**config.mk**
```make
export PLATFORM = sky130hd
export DESIGN_NAME = branch_predict_queue
export DESIGN_NICKNAME = d
export VERILOG_FILES = /design/src/rtl/branch_predict_queue_pkg.sv /design/src/rtl/branch_predict_queue.sv
export SDC_FILE = /design/constraint.sdc
export NUM_CORES = 1
export LEC_CHECK = 0
export CAP_MARGIN = 10
export CORE_ASPECT_RATIO = 1.75
export CORE_MARGIN = 2
export CORE_UTILIZATION = 30
export CTS_CLUSTER_SIZE = 16
export DETAILED_ROUTE_END_ITERATION = 8
export GPL_ROUTABILITY_DRIVEN = 0
export RECOVER_POWER = 50
export SYNTH_ARGS = -nofsm -noshare
export SYNTH_HDL_FRONTEND = slang
export SYNTH_SLANG_ARGS = --single-unit
export TNS_END_PERCENT = 10
```
**constraint.sdc**
```tcl
create_clock -name iCLOCK -period 5.4 [get_ports iCLOCK]
set_input_delay 0.54 -clock iCLOCK [delete_from_list [all_inputs] [get_ports iCLOCK]]
set_output_delay 0.54 -clock iCLOCK [all_outputs]
set_load 0.03 [all_outputs]
```
**src/rtl/branch_predict_queue_pkg.sv**
```systemverilog
// Shared definitions for the branch prediction queue: entry layout and default depth.
package branch_predict_queue_pkg;

  localparam int BPQ_ADDR_W        = 32;
  localparam int BPQ_DEPTH_DEFAULT = 4;

  typedef struct packed {
    logic [BPQ_ADDR_W-1:0] inst_addr;
    logic                  predict_taken;
    logic [BPQ_ADDR_W-1:0] predict_addr;
  } bpq_entry_t;

endpackage

```
**src/rtl/branch_predict_queue.sv**
```systemverilog
// In-flight branch prediction FIFO: records fetch predictions, compares them against
// execute outcomes, trains the branch cache and raises a redirect on mispredict.
module branch_predict_queue
  import branch_predict_queue_pkg::*;
#(
  parameter int DEPTH = BPQ_DEPTH_DEFAULT
) (
  input  logic                  iCLOCK,
  input  logic                  inRESET,
  input  logic                  iRESET_SYNC,
  input  logic                  iFLUSH,
  input  logic                  iPUSH_STB,
  input  logic [BPQ_ADDR_W-1:0] iPUSH_INST_ADDR,
  input  logic                  iPUSH_PREDICT_TAKEN,
  input  logic [BPQ_ADDR_W-1:0] iPUSH_PREDICT_ADDR,
  output logic                  oPUSH_FULL,
  input  logic                  iRESOLVE_STB,
  input  logic                  iRESOLVE_TAKEN,
  input  logic [BPQ_ADDR_W-1:0] iRESOLVE_ADDR,
  output logic                  oUPD_STB,
  output logic                  oUPD_HIT,
  output logic [BPQ_ADDR_W-1:0] oUPD_ADDR,
  output logic [BPQ_ADDR_W-1:0] oUPD_INST_ADDR,
  output logic                  oMISPREDICT_STB,
  output logic [BPQ_ADDR_W-1:0] oMISPREDICT_ADDR,
  output logic                  oRESOLVE_ERROR
);

  localparam int             PTR_W    = $clog2(DEPTH);
  localparam logic [PTR_W:0] FULL_CNT = (PTR_W + 1)'(DEPTH);

  function automatic logic is_mispredict(input bpq_entry_t e, input logic taken,
                                         input logic [BPQ_ADDR_W-1:0] addr);
    return (e.predict_taken != taken) || (e.predict_taken && taken && (e.predict_addr != addr));
  endfunction

  function automatic logic [BPQ_ADDR_W-1:0] redirect_addr(input bpq_entry_t e, input logic taken,
                                                          input logic [BPQ_ADDR_W-1:0] addr);
    return taken ? addr : (e.inst_addr + BPQ_ADDR_W'(4));
  endfunction

  bpq_entry_t            mem [DEPTH];
  logic [PTR_W-1:0]      rd_ptr, wr_ptr;
  logic [PTR_W:0]        count;
  bpq_entry_t            head_p0;
  logic                  clear_p0, push_ok_p0, resolve_ok_p0, mispred_p0;

  logic                  upd_vld_p1, upd_hit_p1, mis_vld_p1, err_p1;
  logic [BPQ_ADDR_W-1:0] upd_addr_p1, upd_inst_addr_p1, mis_addr_p1;

  assign oPUSH_FULL    = (count == FULL_CNT);
  assign head_p0       = mem[rd_ptr];
  assign clear_p0      = iRESET_SYNC | iFLUSH;
  assign push_ok_p0    = iPUSH_STB && !oPUSH_FULL;
  assign resolve_ok_p0 = iRESOLVE_STB && (count != '0);
  assign mispred_p0    = resolve_ok_p0 && is_mispredict(head_p0, iRESOLVE_TAKEN, iRESOLVE_ADDR);

  // Entry storage carries no reset; only count decides which slots are live.
  always_ff @(posedge iCLOCK) begin
    if (push_ok_p0 && !clear_p0 && !mispred_p0) begin
      mem[wr_ptr] <= '{inst_addr:     iPUSH_INST_ADDR,
                       predict_taken: iPUSH_PREDICT_TAKEN,
                       predict_addr:  iPUSH_PREDICT_ADDR};
    end
  end

  // Stage p0 -> p1: queue bookkeeping and registered training/redirect outputs.
  always_ff @(posedge iCLOCK or negedge inRESET) begin
    if (!inRESET) begin
      rd_ptr           <= '0;
      wr_ptr           <= '0;
      count            <= '0;
      upd_vld_p1       <= 1'b0;
      upd_hit_p1       <= 1'b0;
      upd_addr_p1      <= '0;
      upd_inst_addr_p1 <= '0;
      mis_vld_p1       <= 1'b0;
      mis_addr_p1      <= '0;
      err_p1           <= 1'b0;
    end else if (clear_p0) begin
      rd_ptr           <= '0;
      wr_ptr           <= '0;
      count            <= '0;
      upd_vld_p1       <= 1'b0;
      upd_hit_p1       <= 1'b0;
      upd_addr_p1      <= '0;
      upd_inst_addr_p1 <= '0;
      mis_vld_p1       <= 1'b0;
      mis_addr_p1      <= '0;
      err_p1           <= 1'b0;
    end else begin
      upd_vld_p1 <= resolve_ok_p0;
      mis_vld_p1 <= mispred_p0;
      if (iRESOLVE_STB && (count == '0)) err_p1 <= 1'b1;
      if (resolve_ok_p0) begin
        upd_hit_p1       <= !iRESOLVE_TAKEN;
        upd_addr_p1      <= iRESOLVE_ADDR;
        upd_inst_addr_p1 <= head_p0.inst_addr;
      end
      if (mispred_p0) begin
        mis_addr_p1 <= redirect_addr(head_p0, iRESOLVE_TAKEN, iRESOLVE_ADDR);
        // Everything younger than a mispredicted branch is wrong-path, including a same-cycle push.
        rd_ptr      <= wr_ptr;
        count       <= '0;
      end else begin
        if (push_ok_p0)    wr_ptr <= wr_ptr + 1'b1;
        if (resolve_ok_p0) rd_ptr <= rd_ptr + 1'b1;
        if (push_ok_p0 && !resolve_ok_p0)      count <= count + 1'b1;
        else if (!push_ok_p0 && resolve_ok_p0) count <= count - 1'b1;
      end
    end
  end

  assign oUPD_STB         = upd_vld_p1;
  assign oUPD_HIT         = upd_hit_p1;
  assign oUPD_ADDR        = upd_addr_p1;
  assign oUPD_INST_ADDR   = upd_inst_addr_p1;
  assign oMISPREDICT_STB  = mis_vld_p1;
  assign oMISPREDICT_ADDR = mis_addr_p1;
  assign oRESOLVE_ERROR   = err_p1;

endmodule
```
==> out/qor.txt, run 1 <==
vias in the first global route - 9606
Total GRT Usage - 16.8%
Tmin final - 4.48 ns
DR WL/cell - 23.7 um
commonest cells after routing, fill and taps aside - 260 x edfxtp_1, 159 x nand2_1, 114 x dlygate4sd3_1, 105 x dfrtp_1, 88 x clkdlybuf4s50_1
post-synthesis mux area share - 11.1%
number of fill cells - 4704
cell count after synthesis - 977
DRT iter0 DRCs - 746
Synthesis Warnings - 0
Clock transition at path regs - 0.07 ns
setup bufs post-CTS - 0
largest net degree at the start of global routing - 77
post-synthesis adder-cell area fraction - 0.712%
Slew @ Worst Pin - 4.01 ns
max-slew violations - 186
drt via density - 4.93
Netlist cell types - 52
Buf+Inv Stages, Crit Path - 3
final hold vios - 0
crit path DAT - 4.87 ns
cell taking the most area after synthesis - edfxtp_1
H-tree depth - 2
Area growth syn-to-layout - 26.4%
Yosys top cell area share - 51.7%
crit-path max FO - 76
Sequential cell area - 0.0105 mm2
max frequency - 223 MHz
drt total wl - 44400 um
family with the most delay on the worst path - buffers and inverters
XOR/XNOR share of the synthesized area - 3.36%
First-pass DRT Iterations - 5
synthesized area - 0.0151 mm2
#FFs+latches synth - 367
Req. time, crit path - 5.79 ns
Routed Antenna Nets - 0
Net Count, Synth - 1089
Layout Nets - 1290
full die area - 0.0523 mm2
synthesized area per cell - 15.5 um2
Clk Latency, worst-skew pair - 0.54 ns
Synth Area in Compound Gates - 5.41%
area of the multi-input gates - 0.00429 mm2
failing checks - capacitance limit, slew limit
Worst setup EP type - register
number of CTS-inserted buffers - 35
Peak VDD IR - 190 uV
# rows - 108
slowest stage delay, CP - 2.82 ns
first-pass GRT wire length - 64400 um
worst hold path class - register to register
# resized after CTS - 0
final setup vio count - 0
share of cells above drive strength 1 - 12.9%
Port Buf Inserts - 204
setup_tns - 0 ns
final worst slack - 0.916 ns
die height - 301 um
register area share after synthesis - 69.4%
Max-Cap Viols - 3
initial antenna violation count - 17
Cell Chain, Critical Path - clkdlybuf4s50_1 -> or2_2 -> clkbuf_1 -> nor2_1 -> buf_4 -> o21ai_2 -> o2bb2ai_1
GR Overflow Total - 0
Synth Area in Simple Gates - 7.69%
CTS Hold Bufs - 0
total power - 6.36 mW
top cells by area, synth - edfxtp_1 52%, dfrtp_1 18%, mux4_2 9.1%, nand2_1 3.9%, xnor2_1 2.8%
slew margin rel. - -168%
Initial Util - 30.4%
dpl hpwl - 31200 um
Crit Path Category - primary input to register
die width - 174 um
core region area - 0.0497 mm2
CTS root buffer - clkbuf_16
main combinational cell family by area after synthesis - multiplexers
Fin Clk Skew - 0.0205 ns
detailed-route via count - 9230
Worst setup SP type - primary input
pwr/cell area - 333 mW/mm2
fin crit share - 83.0%
CTS max path bufs - 3
RSZ-0062 raised after global routing - false
CTS tree - done
CTS Sinks - 367
status - finished, violations left
num ports - 205
Critical-path top delay cell - clkbuf_1
most common cell after layout, fill and taps aside - edfxtp_1
Pleak - 6.57 nW
worst slack, placed - 1.03 ns
DRC viols - 0
==> metal layers <==
layer	wire length (um)	up-vias	GRT usage [%]
li1	-	4090	-
met1	16800	4725	19.7
met2	23500	311	29.8
met3	2170	98	2.75
met4	1960	6	8.16
met5	41	-	0
==> report_power, final <==
| group | internal (mW) | switching (mW) | total [mW] |
|---|---|---|---|
| combinational | 0.228 | 0.402 | 0.630 |
| sequential | 3.09 | 0.0336 | 3.12 |
| clock | 1.54 | 1.07 | 2.61 |
==> worst register-to-register path, cell delays in order (launching register included) <==
cell and delay, ns:
dfrtp_4 0.87, buf_4 0.44, mux4_2 0.55, xnor2_1 0.15
nand4_1 0.12, nor4_2 0.37, nand3_1 0.24, nand2_2 0.34
buf_4 0.37, and3_2 0.31, buf_12 0.26
==> through the flow <==
| stage | cells | instance area, um2 | hold WS, ns | util (%) |
|---|---|---|---|---|
| 5_1_grt | 1872 | 19100 | 0.532 | 38.4 |
| 6_report | 1872 | 19100 | 0.501 | 38.4 |
| 3_5_place_dp | 1801 | 17900 | 0.481 | 35.9 |
| 4_1_cts | 1865 | 19100 | 0.103 | 38.4 |
| 2_1_floorplan | 977 | 15100 | 0.244 | - |
| 3_3_place_gp | 1801 | 17900 | 0.479 | 35.9 |
==> final timing paths <==
kind / startpoint / end / slack (ns) / cells past startpoint
worst max-delay path: iRESET_SYNC / oMISPREDICT_ADDR[27]$_DFFE_PN0P_ / 0.92 / 7
worst min-delay path: oMISPREDICT_ADDR[30]$_DFFE_PN0P_ / oMISPREDICT_ADDR[30]$_DFFE_PN0P_ / 0.50 / 1
worst max register to register: rd_ptr[0]$_DFFE_PN0P_ / mem[3][24]$_DFFE_PP_ / 1.02 / 10
worst min register to register: oMISPREDICT_ADDR[30]$_DFFE_PN0P_ / oMISPREDICT_ADDR[30]$_DFFE_PN0P_ / 0.50 / 1
max in group asynchronous: inRESET / rd_ptr[0]$_DFFE_PN0P_ / 1.38 / 2
min in group asynchronous: inRESET / oUPD_INST_ADDR[29]$_DFFE_PN0P_ / 1.07 / 1
==> synth_stat cells (all sizes together) <==
cell type	number
edfxtp	260
nand2	160
dfrtp	107
a21oi	76
mux4	64
xnor2	48
clkbuf	29
buf	28
nor2	22
o21ai	20
mux2i	15
a32o	13
nand4	13
inv	12
nor4	12
nand3	11
o2bb2ai	11
xor2	10
nor3	8
ha	7
mux2	7
and3	6
and4	4
nand2b	4
a21boi	3
and2	3
nor3b	3
o31ai	3
or3	3
a211o	2
nor2b	2
or2	2
a211oi	1
a31o	1
fa	1
nand3b	1
nand4b	1
o211ai	1
o221ai	1
o31a	1
or4	1
==> cell families after synthesis <==
group,Yosys count
flops,367
simple gates,256
compound gates,133
mux,86
buf+inv,69
xor+xnor,58
fa+ha+maj,8
==> registers in the layout, summed over array words and instances, names as in the netlist, 2 cells and up <==
signal	cells
mem	260
rd_ptr	2
oUPD_INST_ADDR	32
count	3
oMISPREDICT_ADDR	32
oUPD_ADDR	32
wr_ptr	2
==> final cells by class <==
| class | instances | share of cell area [%] |
|---|---|---|
| Multi-Input combinational cell | 541 | 22.5 |
| Antenna cell | 7 | 0.0917 |
| Tap cell | 660 | 4.32 |
| Clock inverter | 16 | 1.03 |
| Clock buffer | 48 | 5.39 |
| Sequential cell | 367 | 54.9 |
| Inverter | 12 | 0.236 |
| Timing Repair Buffer | 221 | 11.5 |
(Power assumes the default switching activity.)
==> inputs of run 2 (changes only) <==
==> constraint.sdc (replaced) <==
create_clock -name iCLOCK -period 4.2 [get_ports iCLOCK]
set_input_delay 0.42 -clock iCLOCK [delete_from_list [all_inputs] [get_ports iCLOCK]]
set_output_delay 0.42 -clock iCLOCK [all_outputs]
set_load 0.03 [all_outputs]
==> out/qor.txt, run 2 (synthesis results as in run 1) <==
die height - 301 um
Crit Path Category - register to register
slew margin rel. - -21.0%
largest net degree at the start of global routing - 76
max-slew violations - 103
Fin Clk Skew - 0.0270 ns
H-tree depth - 2
final hold vios - 9
most common cell after layout, fill and taps aside - edfxtp_1
Req. time, crit path - 4.60 ns
Post-Layout Cell Count - 1884
max FFs per register - 260
pwr/cell area - 414 mW/mm2
crit-path max FO - 33
Total GRT Usage - 16.9%
Routed Antenna Nets - 0
Design Area, Final - 0.0192 mm2
DRT iter0 DRCs - 650
CTS Hold Bufs - 0
num ports - 205
CTS root buffer - clkbuf_16
Initial Util - 30.4%
Tmin final - 3.80 ns
dpl hpwl - 31700 um
Clock transition at path regs - 0.06 ns
full die area - 0.0523 mm2
worst reg2reg path startpoint - rd_ptr[0]$_DFFE_PN0P_
CTS max path bufs - 3
Worst setup SP type - register
family with the most delay on the worst path - simple AND/OR/NAND/NOR gates
fin crit share - 90.4%
Layout Nets - 1306
detailed-route via count - 9214
post-placement cell area - 0.0180 mm2
Peak VDD IR - 304 uV
CTS tree - done
failing checks - hold timing, capacitance limit, slew limit
final core occ - 38.5%
setup bufs post-CTS - 0
dpl cells - 1816
Max-Cap Viols - 2
Pleak - 6.61 nW
Hold Slack - -0.0148 ns
Largest Register - mem
core region area - 0.0497 mm2
RSZ-0062 raised after global routing - false
# rows - 108
max frequency - 263 MHz
DR WL/cell - 23.5 um
CTS Sinks - 367
CP startpoint - rd_ptr[0]$_DFFE_PN0P_
Port Buf Inserts - 204
initial antenna violation count - 11
die width - 174 um
number of fill cells - 4778
drt via density - 4.89
status - finished, violations left
first-pass GRT wire length - 64400 um
Cell Chain, Critical Path - buf_4 -> mux4_2 -> and3_1 -> nand3_1 -> or4_1 -> o31a_1 -> nor3_1 -> o2bb2ai_1
final worst slack - 0.404 ns
vias in the first global route - 9644
slowest stage delay, CP - 0.83 ns
worst slack, placed - 0.358 ns
commonest cells after routing, fill and taps aside - 260 x edfxtp_1, 159 x nand2_1, 114 x dlygate4sd3_1, 105 x dfrtp_1, 88 x clkdlybuf4s50_1
drt total wl - 44300 um
crit path DAT - 4.20 ns
DRC viols - 0
Slew @ Worst Pin - 1.81 ns
number of CTS-inserted buffers - 36
GR Overflow Total - 0
Worst setup EP type - register
share of cells above drive strength 1 - 14.0%
Clk Latency, worst-skew pair - 0.54 ns
worst hold path class - primary input to asynchronous set/reset pin
First-pass DRT Iterations - 5
total power - 7.93 mW
final setup vio count - 0
Area growth syn-to-layout - 26.8%
# resized after CTS - 0
Critical-path top delay cell - dfrtp_4
Buf+Inv Stages, Crit Path - 1
run 2: cell count changes in the layout (fill, tap and decap cells not counted), sizes merged:
cell	delta
buf	+15
bufinv	-4
clkbuf	-1
clkinv	+3
clkinvlp	+1
diode	-3
inv	+1
run 2: worst paths after layout:
check / to / slack (ns) / cells after the start
worst max-delay path: oMISPREDICT_ADDR[31]$_DFFE_PN0P_ / 0.40 / 8
worst min-delay path: oMISPREDICT_STB$_DFF_PN0_ / -0.01 / 1
worst max register to register: oMISPREDICT_ADDR[31]$_DFFE_PN0P_ / 0.40 / 8
worst min register to register: oMISPREDICT_ADDR[29]$_DFFE_PN0P_ / 0.50 / 1
max in group asynchronous: oMISPREDICT_ADDR[5]$_DFFE_PN0P_ / 2.19 / 2
min in group iCLOCK: oMISPREDICT_ADDR[29]$_DFFE_PN0P_ / 0.50 / 1
run 2: worst reg2reg max path, cell delays in order, from the launching register on:
cell       delay, ns
dfrtp_4         0.83
buf_4           0.54
mux4_2          0.40
and3_1          0.28
nand3_1         0.39
or4_1           0.71
o31a_1          0.26
nor3_1          0.16
o2bb2ai_1       0.10
run 2: final cells by class:
cell class	count	area (um2)	area share, %
diodes	4	10.0	0.0523
clock buffers	47	1030	5.38
clock inverters	17	98.8	0.516
inverters	12	45.0	0.235
multi-input cells	541	4290	22.4
flip-flops and latches	367	10500	54.8
well taps	660	826	4.31
repair buffers	236	2360	12.3
run 2: metrics by stage:
step                setup TNS (ns)  hold WS [ns]
floorplan                   -12.85         0.124
global placement                 0         0.475
detailed placement               0         0.480
CTS                              0        0.0181
global route                     0        0.0390
finish                           0       -0.0148
run 2: per-layer routing:
metal	vias to the layer above	global-route usage (%)	share of wire (%)
li1	4124	-	-
met1	4705	19.6	38
met2	302	31.5	54
met3	81	2.50	4.6
met4	2	6.04	3.3
met5	-	0	0.029
run 2: where the power goes:
part / switching [mW] / internal [mW]
sequential: 0.0419 / 3.97
clock: 1.36 / 1.74
combinational: 0.522 / 0.303
